--- src/rtl/inert_pkg.sv ---
// rtl/inert_pkg.sv - shared types, config ROM and axis address helpers for the inertial interface
package inert_pkg;

  typedef enum logic [2:0] {PWR_WAIT, CFG, IDLE, RD, PUBLISH, FAULT} state_t;

  localparam logic [15:0] CFG_INT1  = 16'h0D02;
  localparam logic [15:0] CFG_GYRO  = 16'h1160;
  localparam logic [15:0] CFG_CTRL3 = 16'h1440;
  localparam logic [15:0] CFG_ACCEL = 16'h1060;

  localparam logic [6:0] AXIS_BASE_ADDR = 7'h22;
  localparam logic       RD_BIT         = 1'b1;

  localparam int AXIS_GYRO_X = 0;
  localparam int AXIS_GYRO_Y = 1;
  localparam int AXIS_GYRO_Z = 2;
  localparam int AXIS_ACC_X  = 3;
  localparam int AXIS_ACC_Y  = 4;
  localparam int AXIS_ACC_Z  = 5;
  localparam int AXIS_NUM    = 6;
  localparam logic [2:0] AXIS_NONE = 3'd6;

  function automatic logic [15:0] cfg_word(input logic [1:0] idx);
    case (idx)
      2'd0:    return CFG_INT1;
      2'd1:    return CFG_GYRO;
      2'd2:    return CFG_CTRL3;
      default: return CFG_ACCEL;
    endcase
  endfunction

  // Lowest enabled axis at or above 'from'; AXIS_NONE when the mask is exhausted.
  function automatic logic [2:0] next_axis(input logic [5:0] mask, input logic [2:0] from);
    logic [2:0] r;
    r = AXIS_NONE;
    for (int i = AXIS_NUM - 1; i >= 0; i--)
      if (mask[i] && i >= int'(from)) r = 3'(i);
    return r;
  endfunction

  function automatic logic [15:0] rd_word(input logic [2:0] axis, input logic hl);
    return {RD_BIT, 7'(AXIS_BASE_ADDR + 7'({axis, hl})), 8'h00};
  endfunction

endpackage

--- src/rtl/SPI_mnrch.sv ---
// rtl/SPI_mnrch.sv - 16-bit SPI master, SCLK = clk/16, idle-high clock, sample on rise, shift on fall
module SPI_mnrch (
  input  logic        clk,
  input  logic        rst_n,
  input  logic        wrt,
  input  logic [15:0] wt_data,
  input  logic        MISO,
  output logic        SS_n,
  output logic        SCLK,
  output logic        MOSI,
  output logic        done,
  output logic [15:0] rd_data
);

  logic        busy;
  logic [3:0]  sclk_div;
  logic [3:0]  bit_cnt;
  logic [15:0] shft;
  logic        miso_smpl;

  assign SCLK    = sclk_div[3];
  assign MOSI    = shft[15];
  assign rd_data = shft;

  always_ff @(posedge clk or negedge rst_n) begin
    if (!rst_n) begin
      busy      <= 1'b0;
      SS_n      <= 1'b1;
      sclk_div  <= 4'b1000;
      bit_cnt   <= 4'd0;
      shft      <= 16'h0000;
      miso_smpl <= 1'b0;
      done      <= 1'b0;
    end else begin
      done <= 1'b0;
      if (!busy) begin
        if (wrt) begin
          busy     <= 1'b1;
          SS_n     <= 1'b0;
          sclk_div <= 4'b0000;
          bit_cnt  <= 4'd0;
          shft     <= wt_data;
        end
      end else begin
        sclk_div <= sclk_div + 4'd1;
        if (sclk_div == 4'b0111) miso_smpl <= MISO;
        if (sclk_div == 4'b1111) begin
          shft    <= {shft[14:0], miso_smpl};
          bit_cnt <= bit_cnt + 4'd1;
          // Last bit: park SCLK high so no trailing falling edge reaches the sensor.
          if (bit_cnt == 4'hF) begin
            busy     <= 1'b0;
            SS_n     <= 1'b1;
            done     <= 1'b1;
            sclk_div <= 4'b1000;
          end
        end
      end
    end
  end

endmodule

--- src/rtl/inert_multi_intf.sv ---
// rtl/inert_multi_intf.sv - 6-axis inertial sensor front end: SPI config, INT-driven burst read, atomic publish
module inert_multi_intf
  import inert_pkg::*;
#(
  parameter logic [5:0] AXIS_EN     = 6'b000100,
  parameter bit         FAST_SIM    = 1'b0,
  parameter int         TIMEOUT_CYC = 4096
) (
  input  logic        clk,
  input  logic        rst,
  input  logic        re_init,
  input  logic        INT,
  input  logic        MISO,
  output logic        SS_n,
  output logic        SCLK,
  output logic        MOSI,
  output logic [95:0] axis_data,
  output logic        vld,
  output logic        cfg_done,
  output logic        err
);

  localparam int         TO_W       = $clog2(TIMEOUT_CYC + 1);
  localparam logic [2:0] CFG_N      = (AXIS_EN[5:3] != 3'b000) ? 3'd4 : 3'd3;
  localparam logic [2:0] FIRST_AXIS = next_axis(AXIS_EN, 3'd0);

  if (AXIS_EN == 6'b000000) begin : g_axis_en_check
    $error("inert_multi_intf: AXIS_EN must enable at least one axis");
  end

  state_t          state;
  logic [15:0]     timer;
  logic            int_s1, int_s;
  logic            wrt;
  logic [15:0]     wt_data;
  logic            done;
  logic [15:0]     rd_data;
  logic [2:0]      cfg_idx;
  logic [2:0]      axis_cur;
  logic            hl;
  logic [95:0]     shadow;
  logic [TO_W-1:0] to_cnt;
  logic            pwr_ok;
  logic            timed_out;
  logic [2:0]      nxt_axis;
  logic            unused_rd_hi;

  assign pwr_ok       = FAST_SIM ? (&timer[8:0]) : (&timer);
  assign timed_out    = (to_cnt == TO_W'(TIMEOUT_CYC - 1));
  assign nxt_axis     = next_axis(AXIS_EN, axis_cur + 3'd1);
  assign unused_rd_hi = ^rd_data[15:8];

  SPI_mnrch u_spi (
    .clk     (clk),
    .rst_n   (~rst),
    .wrt     (wrt),
    .wt_data (wt_data),
    .MISO    (MISO),
    .SS_n    (SS_n),
    .SCLK    (SCLK),
    .MOSI    (MOSI),
    .done    (done),
    .rd_data (rd_data)
  );

  always_ff @(posedge clk or posedge rst) begin
    if (rst) begin
      state     <= PWR_WAIT;
      timer     <= 16'h0000;
      int_s1    <= 1'b0;
      int_s     <= 1'b0;
      wrt       <= 1'b0;
      wt_data   <= 16'h0000;
      cfg_idx   <= 3'd0;
      axis_cur  <= 3'd0;
      hl        <= 1'b0;
      shadow    <= '0;
      to_cnt    <= '0;
      axis_data <= '0;
      vld       <= 1'b0;
      cfg_done  <= 1'b0;
      err       <= 1'b0;
    end else begin
      int_s1 <= INT;
      int_s  <= int_s1;
      wrt    <= 1'b0;
      vld    <= 1'b0;
      timer  <= timer + 16'd1;
      if (re_init) begin
        // axis_data and shadow are deliberately kept; a stale in-flight done lands in PWR_WAIT and is dropped.
        state    <= PWR_WAIT;
        timer    <= 16'h0000;
        err      <= 1'b0;
        cfg_done <= 1'b0;
        to_cnt   <= '0;
      end else begin
        case (state)
          PWR_WAIT: if (pwr_ok) begin
            wrt     <= 1'b1;
            wt_data <= cfg_word(2'd0);
            cfg_idx <= 3'd1;
            to_cnt  <= '0;
            state   <= CFG;
          end
          CFG: if (done) begin
            if (cfg_idx == CFG_N) begin
              cfg_done <= 1'b1;
              state    <= IDLE;
            end else begin
              wrt     <= 1'b1;
              wt_data <= cfg_word(cfg_idx[1:0]);
              cfg_idx <= cfg_idx + 3'd1;
              to_cnt  <= '0;
            end
          end else if (timed_out) begin
            err      <= 1'b1;
            cfg_done <= 1'b0;
            state    <= FAULT;
          end else begin
            to_cnt <= to_cnt + 1'b1;
          end
          IDLE: if (int_s) begin
            wrt      <= 1'b1;
            wt_data  <= rd_word(FIRST_AXIS, 1'b0);
            axis_cur <= FIRST_AXIS;
            hl       <= 1'b0;
            to_cnt   <= '0;
            state    <= RD;
          end
          RD: if (done) begin
            shadow[{axis_cur, hl, 3'b000} +: 8] <= rd_data[7:0];
            to_cnt <= '0;
            if (!hl) begin
              hl      <= 1'b1;
              wrt     <= 1'b1;
              wt_data <= rd_word(axis_cur, 1'b1);
            end else if (nxt_axis == AXIS_NONE) begin
              state <= PUBLISH;
            end else begin
              axis_cur <= nxt_axis;
              hl       <= 1'b0;
              wrt      <= 1'b1;
              wt_data  <= rd_word(nxt_axis, 1'b0);
            end
          end else if (timed_out) begin
            err      <= 1'b1;
            cfg_done <= 1'b0;
            state    <= FAULT;
          end else begin
            to_cnt <= to_cnt + 1'b1;
          end
          PUBLISH: begin
            axis_data <= shadow;
            vld       <= 1'b1;
            state     <= IDLE;
          end
          FAULT: ;
          default: state <= PWR_WAIT;
        endcase
      end
    end
  end

endmodule

--- config.mk ---
export PLATFORM = sky130hd
export DESIGN_NAME = inert_multi_intf
export DESIGN_NICKNAME = d
export VERILOG_FILES = /design/src/rtl/inert_pkg.sv /design/src/rtl/SPI_mnrch.sv /design/src/rtl/inert_multi_intf.sv
export SDC_FILE = /design/constraint.sdc
export NUM_CORES = 1
export LEC_CHECK = 0
export CORE_UTILIZATION = 41
export DETAILED_ROUTE_END_ITERATION = 6
export DONT_BUFFER_PORTS = 1
export SLEW_MARGIN = 20
export SYNTH_ARGS = -nofsm -noshare
export SYNTH_HDL_FRONTEND = slang
export SYNTH_SLANG_ARGS = --single-unit
--- constraint.sdc ---
create_clock -name clk -period 10.8 [get_ports clk]
set_clock_uncertainty 0.2 [all_clocks]
set_input_delay 1.08 -clock clk [delete_from_list [all_inputs] [get_ports clk]]
set_output_delay 1.08 -clock clk [all_outputs]
set_load 0.005 [all_outputs]
Yosys cells after proc, flatten, opt, wreduce, memory -nomap -nowiden:

Cells that the tools add are included.
W data, S select, Z words.

* bitwise operators: 1
* shifts and indexed selects: 2
* reduce and logical (&&, ||, !) cells: 25
* equality and inequality tests: 32
* magnitude comparators: 1
* add/sub/neg operators: 9
* mux-type cells: 84

Operator list (count)
* $mux W16: 11
* $bwmux W96: 1
* $shift A8 B9 Y96 const A: 1
* $shiftx A8 B9 Y96: 1
* $mux W13: 7
* $pmux W16 S4: 1
* $pmux W13 S4: 1
* $mux W3: 16
* $pmux W13 S3: 1
* $mux W1: 34
* $mux W4: 6
* $ne A2 B2 Y1 const B: 9
* $pmux W3 S6: 1
* $add A16 B1 Y16 const B: 1
* $ne A4 B4 Y1 const B: 4
* $reduce_and A16 Y1: 1
* $add A6 B4 Y7 const A: 2
* $add A13 B1 Y13 const B: 1
* $eq A13 B12 Y1 const B: 1
* $ne A3 B3 Y1 const B: 4
* $pmux W3 S2: 2
* $reduce_and A3 Y1: 4
* $reduce_and A6 Y1: 2
* $reduce_bool A2 Y1: 5
* 25 further kinds: 37

* flip-flop bits (word level): 281
* word-level logic and storage cells: 176
* output and inout bits: 102

Longest topological paths before layout:

* depth in word-level cells: 9
* mapped depth: 8

Hierarchy:

A second synthesis with hierarchy kept.

* cell total of the unflattened synthesis: 885
* area total of the unflattened synthesis: 11297.1 um^2

Modules (own cells, without submodules)
* inert_multi_intf: seq. area each 6080.8 um^2, area an instance 9838.2 um^2, cells each 759, times used 1
* SPI_mnrch: seq. area each 703.2 um^2, area an instance 1458.9 um^2, cells each 126, times used 1

Least setup slack after synthesis:

Ideal clock, no wire load.

* path type: input to register
* start: in re_init
* end: reg shadow[0]
* stages on the path: 4
* arrival: 2.529 ns
* setup time: 0.125 ns
* path slack: 7.946 ns
* path buffers: 0
* required time: 10.475 ns
* cell sequence: nor2_1 > nand4_2 > nor4b_4 > mux2_2

* word-level cells in the longest chain between the ends: 2

RTL lines
* start: declaration: RTL line inert_multi_intf.sv:11 `input logic re_init,`
* $not A1 Y1 (no line)
* $reduce_and A3 Y1 (no line)
* end signal: indexed assignment: RTL line inert_multi_intf.sv:131 `shadow[{axis_cur, hl, 3'b000} +: 8] <= rd_data[7:0];`
* end: declaration: RTL line inert_multi_intf.sv:41 `logic [95:0] shadow;`

Every way passes these cells.
A chain may end at the register's enable or synchronous reset.

Worst setup path after layout:

* start: reg state[0]
* end: reg axis_data[94]

* word-level cells in the longest chain between the ends: 2

RTL lines
* start: declaration: RTL line inert_multi_intf.sv:31 `state_t state;`
* start signal: assignment: RTL line inert_multi_intf.sv:68 `state <= PWR_WAIT;`
* start signal: assignment: RTL line inert_multi_intf.sv:91 `state <= PWR_WAIT;`
* start signal: assignment: RTL line inert_multi_intf.sv:103 `state <= CFG;`
* $eq A3 B3 Y1: RTL line inert_multi_intf.sv:97 `case (state)`
* $reduce_and A2 Y1 (no line)
* end signal: assignment: RTL line inert_multi_intf.sv:153 `axis_data <= shadow;`
* end: declaration: RTL line inert_multi_intf.sv:17 `output logic [95:0] axis_data,`

Every way passes these cells.

==> reports/metrics.yaml <==
cts_buffers: 29
ios: 107
wl_per_cell_um: 16.33
cts-htree-levels: 1
synth_seq_area_share_pct: 62.49
crit_required_ps: 11020
rsz0062_at_grt: "false"
die_w_um: 164.7
syn_area_um2: 10860
drt_iter0_drc: 393
insertion_delay_ps: 540
cp-end-kind: "flip-flop"
p_leak_nw: 5.857
nets: 834
synth_ff_type: "dfrtp_1"
area_growth_pct: 10.20
hold_class: "flip-flop to flip-flop"
place_area_um2: 11010
post_cts_buffers: 0
worst_path_most_repeated_cell: "buf_4"
finalSetupViolCount: 0
vias: 5946
cpMaxStageDelayCell: "buf_4"
synthTopCellsByArea: "dfrtp_1, mux2_2, clkbuf_1, nand2_1, o21ai_0"
dp_hpwl_mm: 12.50
path_cells: "or2_2, nor3b_4, buf_4, buf_4, mux2_2"
dr.pass1.iters: 4
drv_cap: 0
r2r_start: "state[0]"
maxSlewHeadroom_pct: 33.77
antenna_found_initial: 0
yosysTopAreaCellShare_pct: 62.01
via_per_inst: 5.082
crit_fanout: 60
rows: 59
peakVddDrop_mv: 0.2408
diodes: 0
clock-root-buffer: "clkbuf_16"
die_h_um: 164.7
r2r_setup_slack_ps: 7660
worstSetupStartpointType: "flip-flop"
crit_path_end: "axis_data[94]"
synth_most_common_cell: "dfrtp_1"
start_util_pct: 41.78
worst_slew_pin_slew_ps: 993.4
ys_ff_latch: 271
setup_tns_ps: 0
cp.arrival_ps: 3350
ys_types: 57
sw_frac_of_total_pct: 25.31
seqPwrFrac_pct: 48.7
clk_pin_slew_ps: 60
yosysTopAreaCell: "dfrtp_1"
cts_resized: 0
nFillCells: 2363
grt_first_pass_wirelength_mm: 31.53
finalWorstPathRequiredPeriod_ps: 3136
fmax_mhz: 318.9
drc: 0
globalplace.congestion: 0.7727
async_flop_share_pct: 100.0
yosys_warnings: 0
grt_overflow: 0
syn_avg_cell_area_um2: 12.64
grt_max_degree: 144
port_buffers: 0
power.density_nw_per_um2: 193.8
synth-edff-count: 0
total_power_w: 0.002319
drv_slew: 0
numClockSinks: 271
drive_gt1_share_pct: 25.51
comb_power_share_pct: 9.7
power.switching_w: 0.0005868
grt_pass1_vias: 5973
core_area_um2: 25980
antenna_left: 0
r2r_cells: 5
post-route-period-util_pct: 29.03
r2r_end: "axis_data[94]"
finalHoldViolCount: 0
intPower_w: 0.001732
crit_path_start: "state[0]"
fin_area_um2: 11960
cts_hold_buffers: 0
fp.dieArea_um2: 27130
worstSetupPathType: "flip-flop to flip-flop"
cpPeakStageDelay_ps: 700
cts_tree: "yes"
syn_nets: 878
synth_common_cells: "dfrtp_1, mux2_2, clkbuf_1"
synth_cells: 859
postRouteWirelength_mm: 19.11
p_clk_share_pct: 41.7
outcome: "complete, no violations"
grt_use_total_pct: 14.29
cts_buffer_depth: 3
## how the worst min path moves through the flow
stage	slack [ps]	start	cells after the start	to
after floorplan	130	int_s1	0	int_s
after global placement	150	int_s1	0	int_s
after detailed placement	160	shadow[84]	0	shadow[84]
after CTS	170	shadow[50]	0	shadow[50]
after global routing	180	shadow[62]	0	shadow[62]
final	170	shadow[80]	0	shadow[80]
## routing by layer
layer / track usage [%] / wire length, um / up-vias
li1: - / - / 2850
met1: 20.16 / 8918 / 2965
met2: 22.14 / 8660 / 104
met3: 3.290 / 1220 / 27
met4: 3.711 / 307 / 0
met5: 0 / 0 / -
## critical path, delay by kind of cell, from the launching register on
family,cells,cell delay [ps]
buffers and inverters,2,1140
AND/OR/NAND/NOR,2,620
flip-flops,1,560
multiplexers,1,420
## metrics by stage
step                      instances  worst slack [ps]  util (%)  hold WS, ps
after floorplan                 859              2056         -        131.2
after global placement         1119              7108     42.36        150.3
after detailed placement       1119              7078     42.36        162.3
after CTS                      1170              7610     46.01        173.7
after global routing           1170              7359     46.04        183.2
final                          1170              7664     46.04        170.1
## power groups by stage
stage	Clock, W	Combinational (W)	Sequential [W]
finish	0.000967	0.000224	0.00113
detailed placement	0	0.000227	0.00115
floorplan	0	0.000196	0.00111
CTS	0.000996	0.000227	0.00113
global placement	0	0.000224	0.00115
global route	0.00104	0.000260	0.00114
## cells by family (layout without fill, tap and decap cells)
logic type | after synthesis | in the layout | share of synthesized area [%]
AO/OA/AOI/OAI | 97 | 97 | 5.602
multiplexers | 147 | 147 | 15.17
adder cells (fa/ha/maj) | 14 | 14 | 1.614
buffers and inverters | 104 | 80 | 3.792
XOR/XNOR | 14 | 14 | 1.130
AND/OR/NAND/NOR | 212 | 212 | 10.20
flip-flops | 271 | 271 | 62.49
## layout by cell type (no fill, tap or decap), types with 4 or more instances in the layout
master and instances:
nand3_1 33, clkbuf_16 29, nor3_1 14, nand4_1 5
nand2_1 59, inv_1 22, or3_1 6, xor2_1 8
xnor2_1 6, clkinv_2 4, ha_1 14, nand2b_1 8
mux2i_1 7, nor2b_1 16, o31ai_1 6, o21ai_0 41
and3_1 15, buf_4 6, clkbuf_1 6, mux2_2 140
clkbuf_8 7, a31oi_1 4, dfrtp_1 269, o41ai_1 4
a21oi_1 19, nor2_1 39
## cell type report
type                            instances  area (um^2)  area share (%)
Tap cell                              335        419.2           3.504
Inverter                               23        93.84          0.7844
Timing Repair Buffer                    6        45.04          0.3765
Clock inverter                          9        103.9          0.8681
Sequential cell                       271         6784           56.71
Multi-Input combinational cell        484         3672           30.70
Clock buffer                           42        844.6           7.060
## registers in the layout, summed over array words and instances, names as in the netlist, 2 cells and up
signal / flops
axis_data: 96
u_spi.rd_data: 16
wt_data: 7
cfg_idx: 3
u_spi.bit_cnt: 4
to_cnt: 13
state: 3
u_spi.sclk_div: 4
timer: 16
shadow: 96
axis_cur: 2
Note: power is estimated with default switching activity, not from simulation.
